--- config.mk ---
export PLATFORM = sky130hd
export DESIGN_NAME = datapath_segmentado
export DESIGN_NICKNAME = d
export VERILOG_FILES = /design/src/rtl/datapath_pkg.sv /design/src/rtl/alu_param.sv /design/src/rtl/datapath_segmentado.sv
export SDC_FILE = /design/constraint.sdc
export NUM_CORES = 2
export LEC_CHECK = 0
export BUFFER_PORTS_ARGS = -buffer_cell sky130_fd_sc_hd__clkbuf_2
export CAP_MARGIN = 20
export CELL_PAD_IN_SITES_DETAIL_PLACEMENT = 0
export CELL_PAD_IN_SITES_GLOBAL_PLACEMENT = 1
export CORE_UTILIZATION = 45
export CTS_CLUSTER_DIAMETER = 30
export DETAILED_ROUTE_END_ITERATION = 8
export PLACE_DENSITY_LB_ADDON = 0.25
export SYNTH_ARGS = -nofsm -noshare
export SYNTH_HDL_FRONTEND = slang
export SYNTH_SLANG_ARGS = --single-unit
--- constraint.sdc ---
create_clock -name clk -period 45.9 [get_ports clk]
set_input_delay 2.295 -clock clk [delete_from_list [all_inputs] [get_ports clk]]
set_output_delay 2.295 -clock clk [all_outputs]
set_load 0.02 [all_outputs]
--- src/rtl/datapath_pkg.sv ---
// Shared definitions for the 3-stage R-type datapath: instruction field
// positions, funct encodings, ALU operation enumeration and the decoder.
package datapath_pkg;

  localparam int INSTR_W  = 32;
  localparam int OP_LSB   = 26;
  localparam int RS_LSB   = 21;
  localparam int RT_LSB   = 16;
  localparam int RD_LSB   = 11;
  localparam int FUNCT_LSB = 0;

  localparam logic [5:0] OP_RTYPE  = 6'b000000;
  localparam logic [5:0] FUNCT_ADD = 6'b001000;
  localparam logic [5:0] FUNCT_SUB = 6'b100011;
  localparam logic [5:0] FUNCT_AND = 6'b100101;
  localparam logic [5:0] FUNCT_OR  = 6'b100110;
  localparam logic [5:0] FUNCT_NOR = 6'b100111;
  localparam logic [5:0] FUNCT_SLT = 6'b101010;

  typedef enum logic [2:0] {
    ALU_ADD,
    ALU_SUB,
    ALU_AND,
    ALU_OR,
    ALU_NOR,
    ALU_SLT
  } alu_op_e;

  typedef struct packed {
    logic    legal;
    alu_op_e op;
  } dec_t;

  function automatic dec_t decode(input logic [5:0] op, input logic [5:0] funct);
    dec_t d;
    d.legal = (op == OP_RTYPE);
    d.op    = ALU_ADD;
    case (funct)
      FUNCT_ADD: d.op = ALU_ADD;
      FUNCT_SUB: d.op = ALU_SUB;
      FUNCT_AND: d.op = ALU_AND;
      FUNCT_OR:  d.op = ALU_OR;
      FUNCT_NOR: d.op = ALU_NOR;
      FUNCT_SLT: d.op = ALU_SLT;
      default:   d.legal = 1'b0;
    endcase
    return d;
  endfunction

endpackage

--- src/rtl/alu_param.sv ---
// Combinational ALU; ADD/SUB wrap modulo 2^WIDTH, SLT compares as signed.
module alu_param
  import datapath_pkg::*;
#(
  parameter int WIDTH = 32
) (
  input  alu_op_e                 op,
  input  logic signed [WIDTH-1:0] a,
  input  logic signed [WIDTH-1:0] b,
  output logic signed [WIDTH-1:0] result
);

  always_comb begin
    result = '0;
    case (op)
      ALU_ADD: result = a + b;
      ALU_SUB: result = a - b;
      ALU_AND: result = a & b;
      ALU_OR:  result = a | b;
      ALU_NOR: result = ~(a | b);
      ALU_SLT: result = {{(WIDTH-1){1'b0}}, (a < b)};
      default: result = '0;
    endcase
  end

endmodule

--- src/rtl/datapath_segmentado.sv ---
// Three-stage pipeline (ID -> EX -> WB) with full operand forwarding,
// a register file with r0 hardwired to zero and a direct load port.
module datapath_segmentado
  import datapath_pkg::*;
#(
  parameter  int WIDTH = 32,
  parameter  int NREG  = 32,
  localparam int AW    = $clog2(NREG)
) (
  input  logic               clk,
  input  logic               rst,
  input  logic               instr_valid,
  output logic               instr_ready,
  input  logic [INSTR_W-1:0] instruccion_r,
  input  logic               load_en,
  input  logic [AW-1:0]      load_addr,
  input  logic [WIDTH-1:0]   load_data,
  output logic               res_valid,
  output logic [WIDTH-1:0]   res_data,
  output logic [AW-1:0]      res_rd,
  output logic               tr_zf,
  output logic               illegal
);

  logic signed [WIDTH-1:0] rf_q [NREG];
  logic                    accept;

  logic                    vld_p0_q;
  logic [INSTR_W-1:0]      instr_p0_q;
  logic                    vld_p1_q, ill_p1_q;
  alu_op_e                 op_p1_q;
  logic signed [WIDTH-1:0] opa_p1_q, opb_p1_q;
  logic [AW-1:0]           rd_p1_q;
  logic                    vld_p2_q, ill_p2_q;
  logic signed [WIDTH-1:0] res_p2_q;
  logic [AW-1:0]           rd_p2_q;

  logic                    res_valid_q, tr_zf_q, illegal_q;
  logic [WIDTH-1:0]        res_data_q;
  logic [AW-1:0]           res_rd_q;

  dec_t                    dec_p0;
  logic [AW-1:0]           rs_p0, rt_p0, rd_p0;
  logic signed [WIDTH-1:0] opa_p1_d, opb_p1_d, alu_res_p1;
  logic                    wr_p1, wr_p2, retire_p2;
  logic                    unused_instr_bits;

  assign instr_ready = !load_en;
  assign accept      = instr_valid && instr_ready;

  // ID stage: decode and operand selection
  assign dec_p0 = decode(instr_p0_q[OP_LSB +: 6], instr_p0_q[FUNCT_LSB +: 6]);
  assign rs_p0  = instr_p0_q[RS_LSB +: AW];
  assign rt_p0  = instr_p0_q[RT_LSB +: AW];
  assign rd_p0  = instr_p0_q[RD_LSB +: AW];
  assign unused_instr_bits = ^instr_p0_q;

  assign wr_p1     = vld_p1_q && !ill_p1_q && (rd_p1_q != '0);
  assign retire_p2 = vld_p2_q && !ill_p2_q;
  assign wr_p2     = retire_p2 && (rd_p2_q != '0);

  // Youngest producer wins: EX result, then WB result, then the register file.
  always_comb begin
    opa_p1_d = rf_q[rs_p0];
    if (rs_p0 == '0)                         opa_p1_d = '0;
    else if (wr_p1 && (rd_p1_q == rs_p0))    opa_p1_d = alu_res_p1;
    else if (wr_p2 && (rd_p2_q == rs_p0))    opa_p1_d = res_p2_q;
  end

  always_comb begin
    opb_p1_d = rf_q[rt_p0];
    if (rt_p0 == '0)                         opb_p1_d = '0;
    else if (wr_p1 && (rd_p1_q == rt_p0))    opb_p1_d = alu_res_p1;
    else if (wr_p2 && (rd_p2_q == rt_p0))    opb_p1_d = res_p2_q;
  end

  // EX stage
  alu_param #(.WIDTH(WIDTH)) u_alu (
    .op     (op_p1_q),
    .a      (opa_p1_q),
    .b      (opb_p1_q),
    .result (alu_res_p1)
  );

  always_ff @(posedge clk or posedge rst) begin
    if (rst) begin
      vld_p0_q    <= 1'b0;
      instr_p0_q  <= '0;
      vld_p1_q    <= 1'b0;
      ill_p1_q    <= 1'b0;
      op_p1_q     <= ALU_ADD;
      opa_p1_q    <= '0;
      opb_p1_q    <= '0;
      rd_p1_q     <= '0;
      vld_p2_q    <= 1'b0;
      ill_p2_q    <= 1'b0;
      res_p2_q    <= '0;
      rd_p2_q     <= '0;
      res_valid_q <= 1'b0;
      illegal_q   <= 1'b0;
      tr_zf_q     <= 1'b0;
      res_data_q  <= '0;
      res_rd_q    <= '0;
    end else begin
      vld_p0_q <= accept;
      if (accept) instr_p0_q <= instruccion_r;
      vld_p1_q <= vld_p0_q;
      ill_p1_q <= !dec_p0.legal;
      op_p1_q  <= dec_p0.op;
      opa_p1_q <= opa_p1_d;
      opb_p1_q <= opb_p1_d;
      rd_p1_q  <= rd_p0;
      vld_p2_q <= vld_p1_q;
      ill_p2_q <= ill_p1_q;
      res_p2_q <= alu_res_p1;
      rd_p2_q  <= rd_p1_q;
      // WB stage: outputs register alongside the register-file write
      res_valid_q <= retire_p2;
      illegal_q   <= vld_p2_q && ill_p2_q;
      if (retire_p2) begin
        res_data_q <= res_p2_q;
        res_rd_q   <= rd_p2_q;
        tr_zf_q    <= (res_p2_q == '0);
      end
    end
  end

  // The WB write is issued last so it overrides a load to the same register.
  always_ff @(posedge clk or posedge rst) begin
    if (rst) begin
      for (int i = 0; i < NREG; i++) rf_q[i] <= '0;
    end else begin
      if (load_en && (load_addr != '0)) rf_q[load_addr] <= load_data;
      if (wr_p2) rf_q[rd_p2_q] <= res_p2_q;
    end
  end

  assign res_valid = res_valid_q;
  assign res_data  = res_data_q;
  assign res_rd    = res_rd_q;
  assign tr_zf     = tr_zf_q;
  assign illegal   = illegal_q;

endmodule

==> flow_summary.ini <==
[yosys]
synth_warnings = 0
synth_edf_count = 0
yosysUniqueCellTypes = 88
syn-num-nets = 7364
synthesis.area_um2 = 75600
syn_area_per_cell_um2 = 10.5
yosys.area.top_type = dfrtp_1
syn_inst = 7191
yosysMostFrequentCell = dfrtp_1
synth-seq-area-share = 0.399
synth_common_cells = dfrtp_1 (1205), mux2i_1 (1039), nor2_1 (781)
synth_flop_cell = dfrtp_1
ys_top_cells_by_area = dfrtp_1 (40%), mux4_2 (19%), mux2i_1 (14%)
ys_seq_elements = 1205
async_flop_share = 1.00
synth_top_area_share = 0.399

[grt]
grt_pass1_wl_mm = 424
grt_max_degree = 155
grt_usage = 0.345
grt.overflow.total = 0
grt_pass1_vias = 59100
antenna_found_initial = 14

[sta]
fin_ws_ns = 40.48
slew_headroom = 0.165
finalHoldViolations = 0
period_minus_slack_ns = 5.42
setup_viol = 0
max_freq_mhz = 184
setup_tns_ns = 0
fin_crit_sh = 0.118
skew_ns = 0.0657
worst_pin_slew_ns = 1.25
slew_viol_final = 0
rsz0062_at_grt = false

[routing]
drcViolationCount = 0
routed.top_layer = met5
routedWlPerCell_um = 31.1
drt-met1-wl_mm = 118
drt_wl_total_mm = 294
dr_wl_met2_mm = 131
wl_met3_mm = 31.4
num_vias = 60800
dr.pass1.iters = 8
ant_nets = 0
viasPerCell = 6.43
drtIter0Drc = 7976

[worst_setup_path]
end_kind = output port
cp_max_fo = 8
start_kind = input port
cp.required_ns = 43.60
crit_type = in -> out
crit_arrival_ns = 3.13

[power]
power.leakage_nw = 35.6
powerDensity_nw_per_um2 = 63.3
vdd_ir_drop_max_uv = 41.6

[clocking]
clkLatencyLatePin_ns = 0.93
post_cts_buffers = 0
cts.sinks = 1205
cts_tree = built
cts-hold-fix-buffers = 0
cts_buffer_depth = 4
numCtsBuffers = 347
cts_resized = 0
cts_root_buf = clkbuf_16
cts_max_level = 5
clk_pin_slew_ns = 0.04

[die]
placementRows = 150
initial_core_util = 0.453
io_pins = 114
dieHeight_um = 412
core_area_um2 = 167000
die_w_um = 412
die_area_um2 = 170000

[finish]
nFillCells = 14300
post_layout_nonfiller_instances = 9456
drive_above_1_share = 0.221
nets = 7168
synthToLayoutAreaGrowth_pct = 18.4

[worst_hold_path]
min_path_type = reg -> reg

[place]
dp_cells = 8850
io_buffers = 108
place_ws_ns = 40.00
place_congestion = 0.903
hpwl_mm = 162

[job]
cap_viol_max_count = 0

[run_status]
status = finished, final reports clean
## through the flow
stage / instance area [µm²] / util / hold slack [ns] / power [mW]
floorplan: 75600 / - / 0.331 / 2.65
global placement: 77600 / 0.464 / 0.334 / 3.14
detailed placement: 77600 / 0.465 / 0.335 / 3.17
CTS: 89500 / 0.536 / 0.344 / 5.64
global route: 89500 / 0.536 / 0.363 / 5.88
finish: 89500 / 0.536 / 0.343 / 5.66
## critical path, cell delays in order
cell	delay (ns)
clkbuf_2	0.23
clkinv_1	0.33
clkbuf_2	0.27
## layout by cell type (no fill, tap or decap), types with 11 or more instances in the layout
master,n
ha_1,98
mux2i_1,1039
nand2b_1,24
a21o_1,11
o211ai_1,32
a31oi_1,43
mux4_2,627
dfrtp_1,1194
mux2_2,28
inv_1,104
clkinv_4,12
o21ai_0,469
nor4_1,20
nor3_1,42
nor2b_1,22
o21a_1,18
bufinv_16,48
nor2_4,27
nand2_1,680
nand2_4,19
clkinv_2,49
nand3_1,38
clkbuf_2,108
nor2_1,753
clkbuf_16,351
xor2_1,17
xnor2_1,22
a211oi_1,61
o22ai_1,11
clkinvlp_4,33
clkbuf_8,61
nand4_1,18
or3_1,11
buf_4,157
a21oi_1,723
clkbuf_1,42
o31ai_1,21
## layer usage
| layer | global-route usage | up-vias |
|---|---|---|
| met4 | 0.148 | 12 |
| met1 | 0.474 | 30700 |
| met3 | 0.0889 | 763 |
| li1 | - | 25800 |
| met5 | 0 | - |
| met2 | 0.517 | 3550 |
## registers in the layout (all words and copies together), names as in the netlist, 3 cells and up
signal,count
res_rd,5
rd_p2_q,5
rd_p1_q,5
op_p1_q,3
rf_q,1024
opa_p1_q,32
opb_p1_q,32
res_data,32
res_p2_q,32
instr_p0_q,27
## path summary, 6_finish.rpt
| check | start | endpoint | slack [ns] | depth (start not counted) |
|---|---|---|---|---|
| setup / recovery | load_en | instr_ready | 40.48 | 3 |
| hold / removal | vld_p0_q | vld_p1_q | 0.34 | 0 |
| setup reg to reg | instr_p0_q[16] | opb_p1_q[20] | 40.61 | 9 |
| hold reg to reg | vld_p0_q | vld_p1_q | 0.34 | 0 |
| max in group asynchronous | rst | rf_q[756] | 41.11 | 5 |
| min in group asynchronous | rst | res_data[26] | 1.50 | 2 |
## report_power, final
group	internal, mW	switching, mW
Combinational	0.697	1.02
Sequential	1.29	0.193
Clock	1.74	0.714
## cell families after synthesis
logic type / count (synthesis) / share of synthesized area
and+or+nand+nor: 1741 / 0.0951
DFF: 1205 / 0.399
adders and majority gates: 100 / 0.0167
muxes: 1694 / 0.328
buffers and inverters: 930 / 0.0481
xor gates and xnor gates: 39 / 0.00452
AOI/OAI and AO/OA: 1482 / 0.108
## final cells by class
cell class,count,area (µm²),share of cell area
timing repair buffer,274,1900,0.0212
clock buffer,454,9780,0.109
inverter,111,424,0.00474
antenna,3,7.51,0.0000839
clock inverter,149,2120,0.0236
sequential,1205,30200,0.337
multi-input combinational,5056,42300,0.473
tap,2204,2760,0.0308
(Power assumes the default switching activity.)
